==> src/rtl/instr_encoder.sv <==
// RV32I instruction encoder: turns a class/op/register/immediate request into
// a 32-bit instruction word behind a one-deep valid/ready output register.
module instr_encoder (
  input  logic        i_clk,
  input  logic        i_rst_n,
  input  logic        i_valid,
  output logic        o_ready,
  input  logic [3:0]  i_class,
  input  logic [3:0]  i_op,
  input  logic [4:0]  i_rd,
  input  logic [4:0]  i_rs1,
  input  logic [4:0]  i_rs2,
  input  logic [31:0] i_imm,
  output logic        o_valid,
  input  logic        i_ready,
  output logic [31:0] o_instr,
  output logic        o_err,
  output logic [15:0] o_count
);

  localparam logic [3:0] CLS_R      = 4'd0;
  localparam logic [3:0] CLS_IALU   = 4'd1;
  localparam logic [3:0] CLS_LOAD   = 4'd2;
  localparam logic [3:0] CLS_STORE  = 4'd3;
  localparam logic [3:0] CLS_BRANCH = 4'd4;
  localparam logic [3:0] CLS_JAL    = 4'd5;
  localparam logic [3:0] CLS_JALR   = 4'd6;
  localparam logic [3:0] CLS_LUI    = 4'd7;
  localparam logic [3:0] CLS_AUIPC  = 4'd8;

  localparam logic [6:0] OPC_R      = 7'b0110011;
  localparam logic [6:0] OPC_IALU   = 7'b0010011;
  localparam logic [6:0] OPC_LOAD   = 7'b0000011;
  localparam logic [6:0] OPC_STORE  = 7'b0100011;
  localparam logic [6:0] OPC_BRANCH = 7'b1100011;
  localparam logic [6:0] OPC_JAL    = 7'b1101111;
  localparam logic [6:0] OPC_JALR   = 7'b1100111;
  localparam logic [6:0] OPC_LUI    = 7'b0110111;
  localparam logic [6:0] OPC_AUIPC  = 7'b0010111;

  localparam logic [6:0] F7_ALT     = 7'b0100000;

  logic        enc_legal;
  logic [31:0] enc_word;
  logic [2:0]  funct3;
  logic [6:0]  funct7;
  logic        is_shift;
  logic        accept;

  assign o_ready = ~o_valid | i_ready;
  assign accept  = i_valid & o_ready;

  // Decode the request into funct fields, legality and the packed word.
  always_comb begin
    enc_legal = 1'b1;
    enc_word  = '0;
    funct3    = '0;
    funct7    = '0;
    is_shift  = 1'b0;
    case (i_class)
      CLS_R: begin
        case (i_op)
          4'd0: funct3 = 3'b000;
          4'd1: begin funct3 = 3'b000; funct7 = F7_ALT; end
          4'd2: funct3 = 3'b001;
          4'd3: funct3 = 3'b010;
          4'd4: funct3 = 3'b011;
          4'd5: funct3 = 3'b100;
          4'd6: begin funct3 = 3'b101; funct7 = F7_ALT; end
          4'd7: funct3 = 3'b101;
          4'd8: funct3 = 3'b110;
          4'd9: funct3 = 3'b111;
          default: enc_legal = 1'b0;
        endcase
        enc_word = {funct7, i_rs2, i_rs1, funct3, i_rd, OPC_R};
      end
      CLS_IALU: begin
        case (i_op)
          4'd0: funct3 = 3'b000;
          4'd1: begin funct3 = 3'b001; is_shift = 1'b1; end
          4'd2: funct3 = 3'b010;
          4'd3: funct3 = 3'b011;
          4'd4: funct3 = 3'b100;
          4'd5: begin funct3 = 3'b101; is_shift = 1'b1; end
          4'd6: begin funct3 = 3'b101; is_shift = 1'b1; funct7 = F7_ALT; end
          4'd7: funct3 = 3'b110;
          4'd8: funct3 = 3'b111;
          default: enc_legal = 1'b0;
        endcase
        if (is_shift && (i_imm[11:5] != 7'd0))
          enc_legal = 1'b0;
        enc_word = is_shift ? {funct7, i_imm[4:0], i_rs1, funct3, i_rd, OPC_IALU}
                            : {i_imm[11:0], i_rs1, funct3, i_rd, OPC_IALU};
      end
      CLS_LOAD: begin
        case (i_op)
          4'd0: funct3 = 3'b000;
          4'd1: funct3 = 3'b001;
          4'd2: funct3 = 3'b010;
          4'd3: funct3 = 3'b100;
          4'd4: funct3 = 3'b101;
          default: enc_legal = 1'b0;
        endcase
        enc_word = {i_imm[11:0], i_rs1, funct3, i_rd, OPC_LOAD};
      end
      CLS_STORE: begin
        if (i_op > 4'd2)
          enc_legal = 1'b0;
        funct3 = i_op[2:0];
        enc_word = {i_imm[11:5], i_rs2, i_rs1, funct3, i_imm[4:0], OPC_STORE};
      end
      CLS_BRANCH: begin
        case (i_op)
          4'd0: funct3 = 3'b000;
          4'd1: funct3 = 3'b001;
          4'd2: funct3 = 3'b100;
          4'd3: funct3 = 3'b101;
          4'd4: funct3 = 3'b110;
          4'd5: funct3 = 3'b111;
          default: enc_legal = 1'b0;
        endcase
        if (i_imm[0])
          enc_legal = 1'b0;
        enc_word = {i_imm[12], i_imm[10:5], i_rs2, i_rs1, funct3,
                    i_imm[4:1], i_imm[11], OPC_BRANCH};
      end
      CLS_JAL: begin
        enc_legal = (i_op == 4'd0) && !i_imm[0];
        enc_word  = {i_imm[20], i_imm[10:1], i_imm[11], i_imm[19:12], i_rd, OPC_JAL};
      end
      CLS_JALR: begin
        enc_legal = (i_op == 4'd0);
        enc_word  = {i_imm[11:0], i_rs1, 3'b000, i_rd, OPC_JALR};
      end
      CLS_LUI: begin
        enc_legal = (i_op == 4'd0);
        enc_word  = {i_imm[31:12], i_rd, OPC_LUI};
      end
      CLS_AUIPC: begin
        enc_legal = (i_op == 4'd0);
        enc_word  = {i_imm[31:12], i_rd, OPC_AUIPC};
      end
      default: enc_legal = 1'b0;
    endcase
  end

  // Output register: an illegal request is consumed like a legal one but only
  // raises o_err; o_ready high means any held word is leaving this cycle.
  always_ff @(posedge i_clk or negedge i_rst_n) begin
    if (!i_rst_n) begin
      o_valid <= 1'b0;
      o_instr <= '0;
      o_err   <= 1'b0;
      o_count <= '0;
    end else begin
      o_err <= accept & ~enc_legal;
      if (accept && enc_legal) begin
        o_valid <= 1'b1;
        o_instr <= enc_word;
      end else if (o_ready) begin
        o_valid <= 1'b0;
      end
      if (o_valid && i_ready && (o_count != 16'hFFFF))
        o_count <= o_count + 16'd1;
    end
  end

endmodule

==> config.mk <==
export PLATFORM = sky130hd
export DESIGN_NAME = instr_encoder
export DESIGN_NICKNAME = d
export VERILOG_FILES = /design/src/rtl/instr_encoder.sv
export SDC_FILE = /design/constraint.sdc
export NUM_CORES = 1
export LEC_CHECK = 0
export CORE_MARGIN = 5
export CORE_UTILIZATION = 46
export DETAILED_ROUTE_END_ITERATION = 10
export PLACE_DENSITY = 0.9
export SKIP_LAST_GASP = 1
export SLEW_MARGIN = 30
export SYNTH_ARGS = -nofsm -noshare
export SYNTH_HDL_FRONTEND = slang
export SYNTH_SLANG_ARGS = --single-unit
==> constraint.sdc <==
create_clock -name i_clk -period 2.35 [get_ports i_clk]
set_input_delay 0.47 -clock i_clk [delete_from_list [all_inputs] [get_ports i_clk]]
set_output_delay 0.47 -clock i_clk [all_outputs]
set_load 0.05 [all_outputs]
==> results of run 1 <==
## logic make-up (layout without fill, tap and decap cells)
logic type	count (synthesis)	in the layout	share of synthesized area, %
compound gates	89	89	20.23
buf+inv	33	192	5.085
flops	49	49	38.04
mux	39	39	16.58
xor+xnor	13	13	3.533
fa+ha+maj	1	1	0.3881
simple gates	95	95	16.15
## metal layers
| metal | global-route usage, % | share of wire [%] | routed length, um | vias to the layer above |
|---|---|---|---|---|
| li1 | - | - | - | 1513 |
| met1 | 29.81 | 40 | 4132 | 1507 |
| met2 | 40.45 | 51 | 5207 | 122 |
| met3 | 4.167 | 6.1 | 629 | 28 |
| met4 | 9.025 | 3.2 | 331 | 0 |
| met5 | 0 | 0 | 0 | - |
## cell type report
class,instances,area share [%]
clock buffer,6,1.653
multi-input combinational,237,36.97
inverter,8,0.6764
tap,96,2.405
sequential,49,24.55
clock inverter,2,0.7515
timing repair buffer,176,32.99
## metrics by stage
stage / power [mW] / TNS (ps) / hold slack [ps] / instance area, sq um / setup slack, ps
final: 3.461 / 0 / 258.2 / 4995 / 57.71
after global routing: 3.603 / -13.95 / 318.2 / 4995 / -13.95
after CTS: 3.481 / 0 / 276.0 / 4950 / 16.29
after detailed placement: 2.836 / -7220 / 485.3 / 4826 / -395.4
after global placement: 2.803 / -5919 / 474.5 / 4826 / -360.7
after floorplan: 2.168 / 0 / 174.4 / 3223 / 213.7
## worst max-delay path, cell delays in order
cell,delay [ps]
clkdlybuf4s50_1,500
and4bb_2,270
buf_4,160
a41o_1,210
a222oi_1,350
nand3_1,220
mux2_4,310
## cell usage after synthesis (2+ instances only)
master,number,area (sq um)
nor2b_1,6,37.54
nand2_1,20,75.07
buf_2,11,55.05
nand2b_1,8,50.05
a2bb2oi_1,2,17.52
o21bai_1,2,15.01
nor3_1,5,25.02
and3_1,7,43.79
and4_1,2,17.52
xnor2_1,10,87.58
or2_2,3,18.77
mux2i_1,8,80.08
a31oi_1,7,43.79
nand4_1,3,18.77
nand3_1,13,65.06
a22o_1,18,157.7
buf_6,3,33.78
mux2_4,25,375.4
nor2_1,14,52.55
nor4_1,4,25.02
dfrtp_1,49,1226
inv_1,8,30.03
xor2_1,3,26.28
o2bb2ai_1,4,35.03
a21oi_1,21,105.1
a221o_1,2,20.02
o32ai_1,2,17.52
clkbuf_1,9,33.78
o21ai_0,11,55.05
a222oi_1,2,20.02
mux2_2,5,56.30
o2111ai_1,2,17.52
and3b_1,2,17.52
## registers in the layout (all words and copies together) (netlist names)
| name | flops |
|---|---|
| o_count | 16 |
| o_valid | 1 |
| o_instr | 31 |
| o_err | 1 |
## cells in the final DEF (no fill, tap or decap), drive strengths merged, types with 10 or more instances in the layout
| cell type | count |
|---|---|
| nand2 | 20 |
| nand3 | 13 |
| clkdlybuf4s50 | 102 |
| a22o | 18 |
| o21ai | 12 |
| dfrtp | 49 |
| xnor2 | 10 |
| nor2 | 14 |
| buf | 69 |
| mux2 | 30 |
| a21oi | 21 |
## power groups by stage
stage          logic, mW  registers (mW)  clock network [mW]
2_1_floorplan      0.420            1.75                   0
3_3_place_gp        1.66            1.15                   0
3_5_place_dp        1.69            1.15                   0
4_1_cts             1.69            1.14               0.652
5_1_grt             1.76            1.17               0.679
6_report            1.68            1.14               0.636
## timing repair
action	in CTS	in global routing
buffers inserted	0	1
pin swaps	1	2
endpoints found under the setup margin	1	27
gates resized for setup	1	10
hold endpoints to repair	0	0
## how the worst min path moves through the flow
stage	slack [ps]	end	startpoint
after floorplan	170	o_count[0]	i_rst_n
after CTS	280	o_instr[5]	i_rst_n
after global routing	320	o_instr[5]	i_rst_n
final	260	o_instr[5]	i_rst_n
after detailed placement	490	o_instr[1]	o_instr[1]
after global placement	470	o_count[9]	o_count[9]
==> out/metrics.cfg, run 1 <==
[status]
status = completed

[grt]
grt_pass1_wl_mm = 16.56
antenna_found_initial = 0
grt_max_degree = 50
gr-total-overflow = 0
grt_usage_pct = 23.72
grt_pass1_vias = 3272

[power]
p_leak_nw = 2.336
combPwrFrac_pct = 48.7
power_per_cell_area_nw_per_um2 = 692.9
internal_power_mw = 2.068
p_seq_share_pct = 32.9
switchingPower_mw = 1.392
p_sw_share_pct = 40.23
clkPwrFrac_pct = 18.4
ir_drop_uv = 391.1

[placed_design]
hpwl_mm = 8.334
place_congestion = 0.9098
io_buffers = 109
place_inst = 565

[synthesis]
synth-seq-cells = 49
synth_area_sq_um = 3223
synthFlopType = dfrtp_1
synth_edf_count = 0
ys.warnings.count = 0
syn_nets = 379
yosysSeqAreaShare_pct = 38.04
synth_area_per_cell_sq_um = 10.10
async_flop_share_pct = 100.0
synth_cell_types = 61
syn_inst = 319

[die]
die_x_um = 93.71
start_util_pct = 47.44
coreArea_sq_um = 6794
num_rows = 30
dieArea_sq_um = 8781
top_level_ports = 110
fp.dieH_um = 93.71

[min_path]
min_path_type = in2async

[layout]
diodes = 0
layout.cells.non_filler = 574
utilization_pct = 73.52
nets = 537
seq_area_sq_um = 1226
areaGrowthSynthToFinish_pct = 54.97
drive_gt1_share_pct = 24.90
multi_input_area_sq_um = 1847
n_fill_cell = 476

[routing]
wl_per_cell_um = 17.94
totalWireLength_mm = 10.30
drc = 0
routed_via_density = 5.523
initialDrtViolationCount = 179
vias = 3170
firstDrtPassIters = 4
ant_nets = 0

[clock_tree]
cts_tree = done
cts.sinks = 49
clockBufferDepth = 2
worstSkewPairLatency_ps = 300
cts_made_buffers = 5
cts_hold_buf = 0
h-tree-depth = 2
clkTransAtPathRegs_ps = 100
cts-root-buf = clkbuf_8

[setup_path]
r2r-end = o_count[1]
worst-r2r-cell-count = 4
crit_end = o_instr[12]
critPathLaunchType = input pin
setup.worst_path.start = i_class[2]
r2r_setup_slack_ps = 570
r2r-start = o_count[4]
cp.arrival_ps = 2490
worstPathMaxFanout = 4
crit_type = in2reg
end_kind = register
worstPathRequired_ps = 2550

[sta]
setup-violations-final = 0
relSlewSlack_pct = 58.11
skew_ps = 5.055
post-route-period-util_pct = 97.54
hold_violations = 0
period_minus_slack_ps = 2292
max_slew.worst_pin.slew_ps = 622.7
max_clock_freq_mhz = 436.2
slew_viol_final = 0

[flow_run]
max-cap-violations = 0

Power figures use the tool's default switching activity.
==> run 2: changes to the inputs <==
--- a/config.mk
+++ b/config.mk
@@ -6,9 +6,9 @@
 export NUM_CORES = 1
 export LEC_CHECK = 0
 export CORE_MARGIN = 5
-export CORE_UTILIZATION = 46
+export CORE_UTILIZATION = 35
 export DETAILED_ROUTE_END_ITERATION = 10
-export PLACE_DENSITY = 0.9
+export PLACE_DENSITY = 0.73
 export SKIP_LAST_GASP = 1
 export SLEW_MARGIN = 30
 export SYNTH_ARGS = -nofsm -noshare
==> constraint.sdc (replaced) <==
create_clock -name i_clk -period 2.35 [get_ports i_clk]
set_input_delay 0.235 -clock i_clk [delete_from_list [all_inputs] [get_ports i_clk]]
set_output_delay 0.235 -clock i_clk [all_outputs]
set_load 0.05 [all_outputs]
==> run 2 against run 1 <==
Global-route usage fell by 6.1 points. Utilization is 21 points lower. Sequential power about the same. Count of clock-buffer cells in the layout is 1 lower. Critical path depth rose by 1. Combinational power is 2% lower. Hold slack got worse by 250 ps. Power shrank 1.9%. Highest routed layer unchanged.
==> out/metrics.cfg, run 2 (synthesis gave the netlist of run 1 again) <==
[clock_tree]
cts_hold_buf = 0
clockBufferDepth = 2
cts.sinks = 49
cts_setup_buffers = 0
cts_tree = done
h-tree-depth = 2
clkTransAtPathRegs_ps = 100
cts-root-buf = clkbuf_8
cts_made_buffers = 5
worstSkewPairLatency_ps = 310
ctsResizeCount = 0

[power]
ir_drop_uv = 269.9
power_per_cell_area_nw_per_um2 = 710.3
finalPower_mw = 3.395
p_leak_nw = 2.163

[grt]
grt_pass1_vias = 3146
grt_usage_pct = 17.61
gr-usage-met1_pct = 23.43
antenna_found_initial = 0
met2_usage_pct = 29.74
use_met3_pct = 2.975
grt_pass1_wl_mm = 16.06
grt_busiest_layer = met2
grt_max_degree = 37
gr-total-overflow = 0

[setup_path]
worstPathRequired_ps = 2540
end_kind = register
worst-r2r-cell-count = 5
setup.worst_path.start = i_class[0]
crit_end = o_instr[12]
r2r_setup_slack_ps = 450
critPathLaunchType = input pin
r2r-start = o_count[4]
crit_type = in2reg
r2r-end = o_count[7]
worstPathMaxFanout = 14
cp.arrival_ps = 2300

[sta]
hold_violations = 0
slew_viol_final = 0
rsz0062_at_grt = false
post-route-period-util_pct = 89.56
relSlewSlack_pct = 47.44
setup-violations-final = 0
max_clock_freq_mhz = 475.1
skew_ps = 10.45
max_slew.worst_pin.slew_ps = 788.4
period_minus_slack_ps = 2105

[layout]
final_common_cell = clkdlybuf4s50_1
most-common-layout-cells = clkdlybuf4s50_1, dfrtp_1, buf_4, mux2_4, a21oi_1
reg_top3 = o_instr (31), o_count (16)
regMostFlops = o_instr
areaGrowthSynthToFinish_pct = 48.29
layout.cells.non_filler = 567
largest_reg_flops = 31
drive_gt1_share_pct = 20.39
nets = 515
diodes = 0

[flow_run]
max-cap-violations = 0

[routing]
wl_per_cell_um = 17.27
totalWireLength_mm = 9.790
routed_via_density = 5.395
firstDrtPassIters = 4
vias = 3059
initialDrtViolationCount = 188
ant_nets = 0
drc = 0

[status]
status = completed

[die]
coreArea_sq_um = 9109
num_rows = 35
die_x_um = 106.0
start_util_pct = 35.38
top_level_ports = 110
fp.dieH_um = 106.0
dieArea_sq_um = 11230

[min_path]
min_path_type = in2async

[placed_design]
io_buffers = 109
hpwl_mm = 7.850
place_inst = 559
place_congestion = 0.9070

## run 2: changes by cell type in the layout (fill, tap and decap cells not counted), moves of 2 or more
cell | before | now
buf_12 | 3 | 1
buf_6 | 3 | 0
dlymetal6s2s_1 | 5 | 0
clkdlybuf4s50_1 | 102 | 108
buf_4 | 62 | 44
## run 2: per-stage QoR
| stage | setup TNS, ps | hold slack [ps] | instance area (sq um) | utilization, % | setup WS (ps) |
|---|---|---|---|---|---|
| after detailed placement | -818.9 | 365.4 | 4664 | 51.21 | -95.20 |
| after global placement | -549.1 | 361.1 | 4664 | 51.21 | -78.79 |
| after global routing | 0 | 79.71 | 4780 | 52.47 | 123.1 |
| after CTS | 0 | 29.23 | 4780 | 52.47 | 225.6 |
| after floorplan | 0 | -60.59 | 3223 | - | 238.4 |
| final | 0 | 8.139 | 4780 | 52.47 | 245.3 |
## run 2: cell type report
type | count | area, sq um
Sequential cell | 49 | 1226
Timing Repair Buffer | 154 | 1436
Clock inverter | 3 | 46.29
Tap cell | 111 | 138.9
Clock buffer | 5 | 68.82
Inverter | 8 | 30.03
Multi-Input combinational cell | 237 | 1833
Fill cell | 838 | 4329
## run 2: worst max-delay path: stages
cell             delay (ps)
clkdlybuf4s50_1         450
buf_4                   220
buf_4                   200
inv_1                   210
o22ai_1                 140
a222oi_1                400
nand3_1                 160
mux2_4                  280
## run 2: per-layer routing
layer | part of all wire (%) | vias to the layer above
met1 | 45 | 1479
met3 | 5.4 | 15
met2 | 48 | 99
met5 | 0 | -
li1 | - | 1466
met4 | 1.5 | 0
## run 2: worst min path at each step
stage          startpoint     endpoint  slack (ps)  cells past startpoint
2_1_floorplan     i_rst_n   o_count[0]         -60                      0
3_3_place_gp      i_rst_n  o_instr[10]         360                      1
3_5_place_dp      i_rst_n  o_instr[10]         370                      1
4_1_cts           i_rst_n   o_count[4]          30                      1
5_1_grt           i_rst_n   o_count[4]          80                      1
6_report          i_rst_n   o_count[4]           8                      1
## run 2: power by group
part / switching [mW] / internal [mW] / total, mW
clock: 0.295 / 0.319 / 0.614
combinational: 0.955 / 0.682 / 1.64
sequential: 0.129 / 1.02 / 1.14
==> run 3: changes to the inputs <==
--- a/config.mk
+++ b/config.mk
@@ -8,7 +8,7 @@
 export CORE_MARGIN = 5
 export CORE_UTILIZATION = 35
 export DETAILED_ROUTE_END_ITERATION = 10
-export PLACE_DENSITY = 0.73
+export PLACE_DENSITY = 0.76
 export SKIP_LAST_GASP = 1
 export SLEW_MARGIN = 30
 export SYNTH_ARGS = -nofsm -noshare
==> constraint.sdc (replaced) <==
create_clock -name i_clk -period 1.8 [get_ports i_clk]
set_input_delay 0.18 -clock i_clk [delete_from_list [all_inputs] [get_ports i_clk]]
set_output_delay 0.18 -clock i_clk [all_outputs]
set_load 0.05 [all_outputs]
==> run 3 against run 2 <==
Flip-flop and latch count stayed put. Critical endpoint is now o_instr[6]. Largest power group unchanged. Power grew 30%. Hold slack improved by 370 ps. Die area did not move. Design area rose by 9.6%. Global-route usage is 2.1 points higher. Sequential power up 32%. Critical path depth is 1 higher. Critical path type unchanged. Clock skew fell by 2.0 ps.
==> out/metrics.cfg, run 3 (synthesis gave the netlist of run 1 again) <==
[power]
power_per_cell_area_nw_per_um2 = 842.4
internal_power_mw = 2.554
ir_drop_uv = 405.3
combPwrFrac_pct = 50.9
p_leak_nw = 2.487
switchingPower_mw = 1.857
clkPwrFrac_pct = 15.1
p_sw_share_pct = 42.10
p_seq_share_pct = 34.0
finalPower_mw = 4.411

[setup_path]
crit_type = in2reg
slowest_delay_ps = 530
r2r_setup_slack_ps = 80
worstPathRequired_ps = 2000
worst-r2r-cell-count = 4
cp_cell_sequence = buf_6 > or4b_4 > o21bai_4 > o211ai_2 > o21ai_4 > buf_12 > buf_12 > buf_16 > mux2_4
r2r-start = o_count[0]
worstPathMaxFanout = 5
cp.arrival_ps = 1990
r2r-end = o_count[1]
critPathLaunchType = input pin
critPathSlowestCell = or4b_4
cpMostUsedCell = buf_12
end_kind = register

[layout]
final_common_cell = clkdlybuf4s50_1
n_fill_cell = 779
reg_top3 = o_instr (31), o_count (16)
most-common-layout-cells = clkdlybuf4s50_1, buf_4, dfrtp_1, mux2_4, a21oi_1
regMostFlops = o_instr
multi_input_area_sq_um = 1939
design_area_sq_um = 5236
drive_gt1_share_pct = 32.25
seq_area_sq_um = 1235
areaGrowthSynthToFinish_pct = 62.46
diodes = 0
utilization_pct = 57.49
largest_reg_flops = 31
nets = 552
layout.cells.non_filler = 604

[grt]
grt_max_degree = 50
grt_usage_pct = 19.71
grt_pass1_vias = 3476
gr-total-overflow = 0
grt_pass1_wl_mm = 18.03
antenna_found_initial = 0

[sta]
max_slew.worst_pin.slew_ps = 593.5
post-route-period-util_pct = 99.42
relSlewSlack_pct = 60.08
tns_ps = 0
hold_slack_ps = 380.2
setup-violations-final = 0
slew_viol_final = 0
setup_slack_ps = 10.49
period_minus_slack_ps = 1790
skew_ps = 8.440
hold_violations = 0
max_clock_freq_mhz = 558.8

[placed_design]
place_congestion = 0.9408
placed_area_sq_um = 4902
place_inst = 582
io_buffers = 109
hpwl_mm = 8.377
dp_worst_setup_slack_ps = -611.5

[die]
dieArea_sq_um = 11230
fp.dieH_um = 106.0
coreArea_sq_um = 9109
top_level_ports = 110
die_x_um = 106.0
num_rows = 35
start_util_pct = 35.38

[routing]
initialDrtViolationCount = 187
drc = 0
firstDrtPassIters = 4
routed_via_density = 5.419
wl_per_cell_um = 18.23
totalWireLength_mm = 11.01
ant_nets = 0
vias = 3273

[clock_tree]
clkTransAtPathRegs_ps = 100
cts_made_buffers = 5
cts.sinks = 49
worstSkewPairLatency_ps = 310
clockBufferDepth = 2
h-tree-depth = 2
cts_tree = done
cts-root-buf = clkbuf_8

[flow_run]
max-cap-violations = 0

[status]
status = completed

[min_path]
min_path_type = in2async

-- run 3: power groups by stage --
| stage | sequential (mW) | combinational, mW | clock [mW] |
|---|---|---|---|
| after global placement | 1.51 | 2.17 | 0 |
| after floorplan | 2.29 | 0.551 | 0 |
| final | 1.50 | 2.24 | 0.668 |
| after CTS | 1.50 | 2.25 | 0.680 |
| after global routing | 1.54 | 2.34 | 0.738 |
| after detailed placement | 1.51 | 2.21 | 0 |
-- run 3: per-layer routing --
metal / global-route usage (%) / routed length, um
met5: 0 / 0
met2: 34.11 / 5524
met3: 3.825 / 603
met4: 5.088 / 174
met1: 25.24 / 4709
-- run 3: what timing repair did --
action                                 in CTS  in global routing
resized for setup                          47                 22
setup endpoints to repair                  32                 40
hold buffers                                1                  0
setup buffers                              11                  3
pin swaps                                   7                  3
endpoints found under the hold margin      49                  0
cloned                                      3                  0
-- run 3: layout make-up --
cell class,instances,share of cell area [%]
multi-input cells,237,37.04
repair buffers,191,34.43
flip-flops and latches,49,23.58
well taps,111,2.652
clock buffers,5,1.314
inverters,8,0.5735
clock inverters,3,0.4062
-- run 3: how the worst max path moves through the flow --
stage                     startpoint          end  slack [ps]  depth (start not counted)
after floorplan           i_class[1]  o_instr[10]          -3                          6
after CTS                    i_op[2]   o_instr[8]           3                          8
after detailed placement  i_class[1]  o_instr[28]        -610                          9
final                     i_class[2]   o_instr[6]          10                          9
after global placement    i_class[1]  o_instr[27]        -550                          9
after global routing      o_count[6]   o_count[8]          -3                          5
-- run 3: worst max-delay path, delay by kind of cell --
kind / cells / cell delay, ps
simple gates: 1 / 530
buf+inv: 4 / 500
compound gates: 3 / 490
mux: 1 / 290
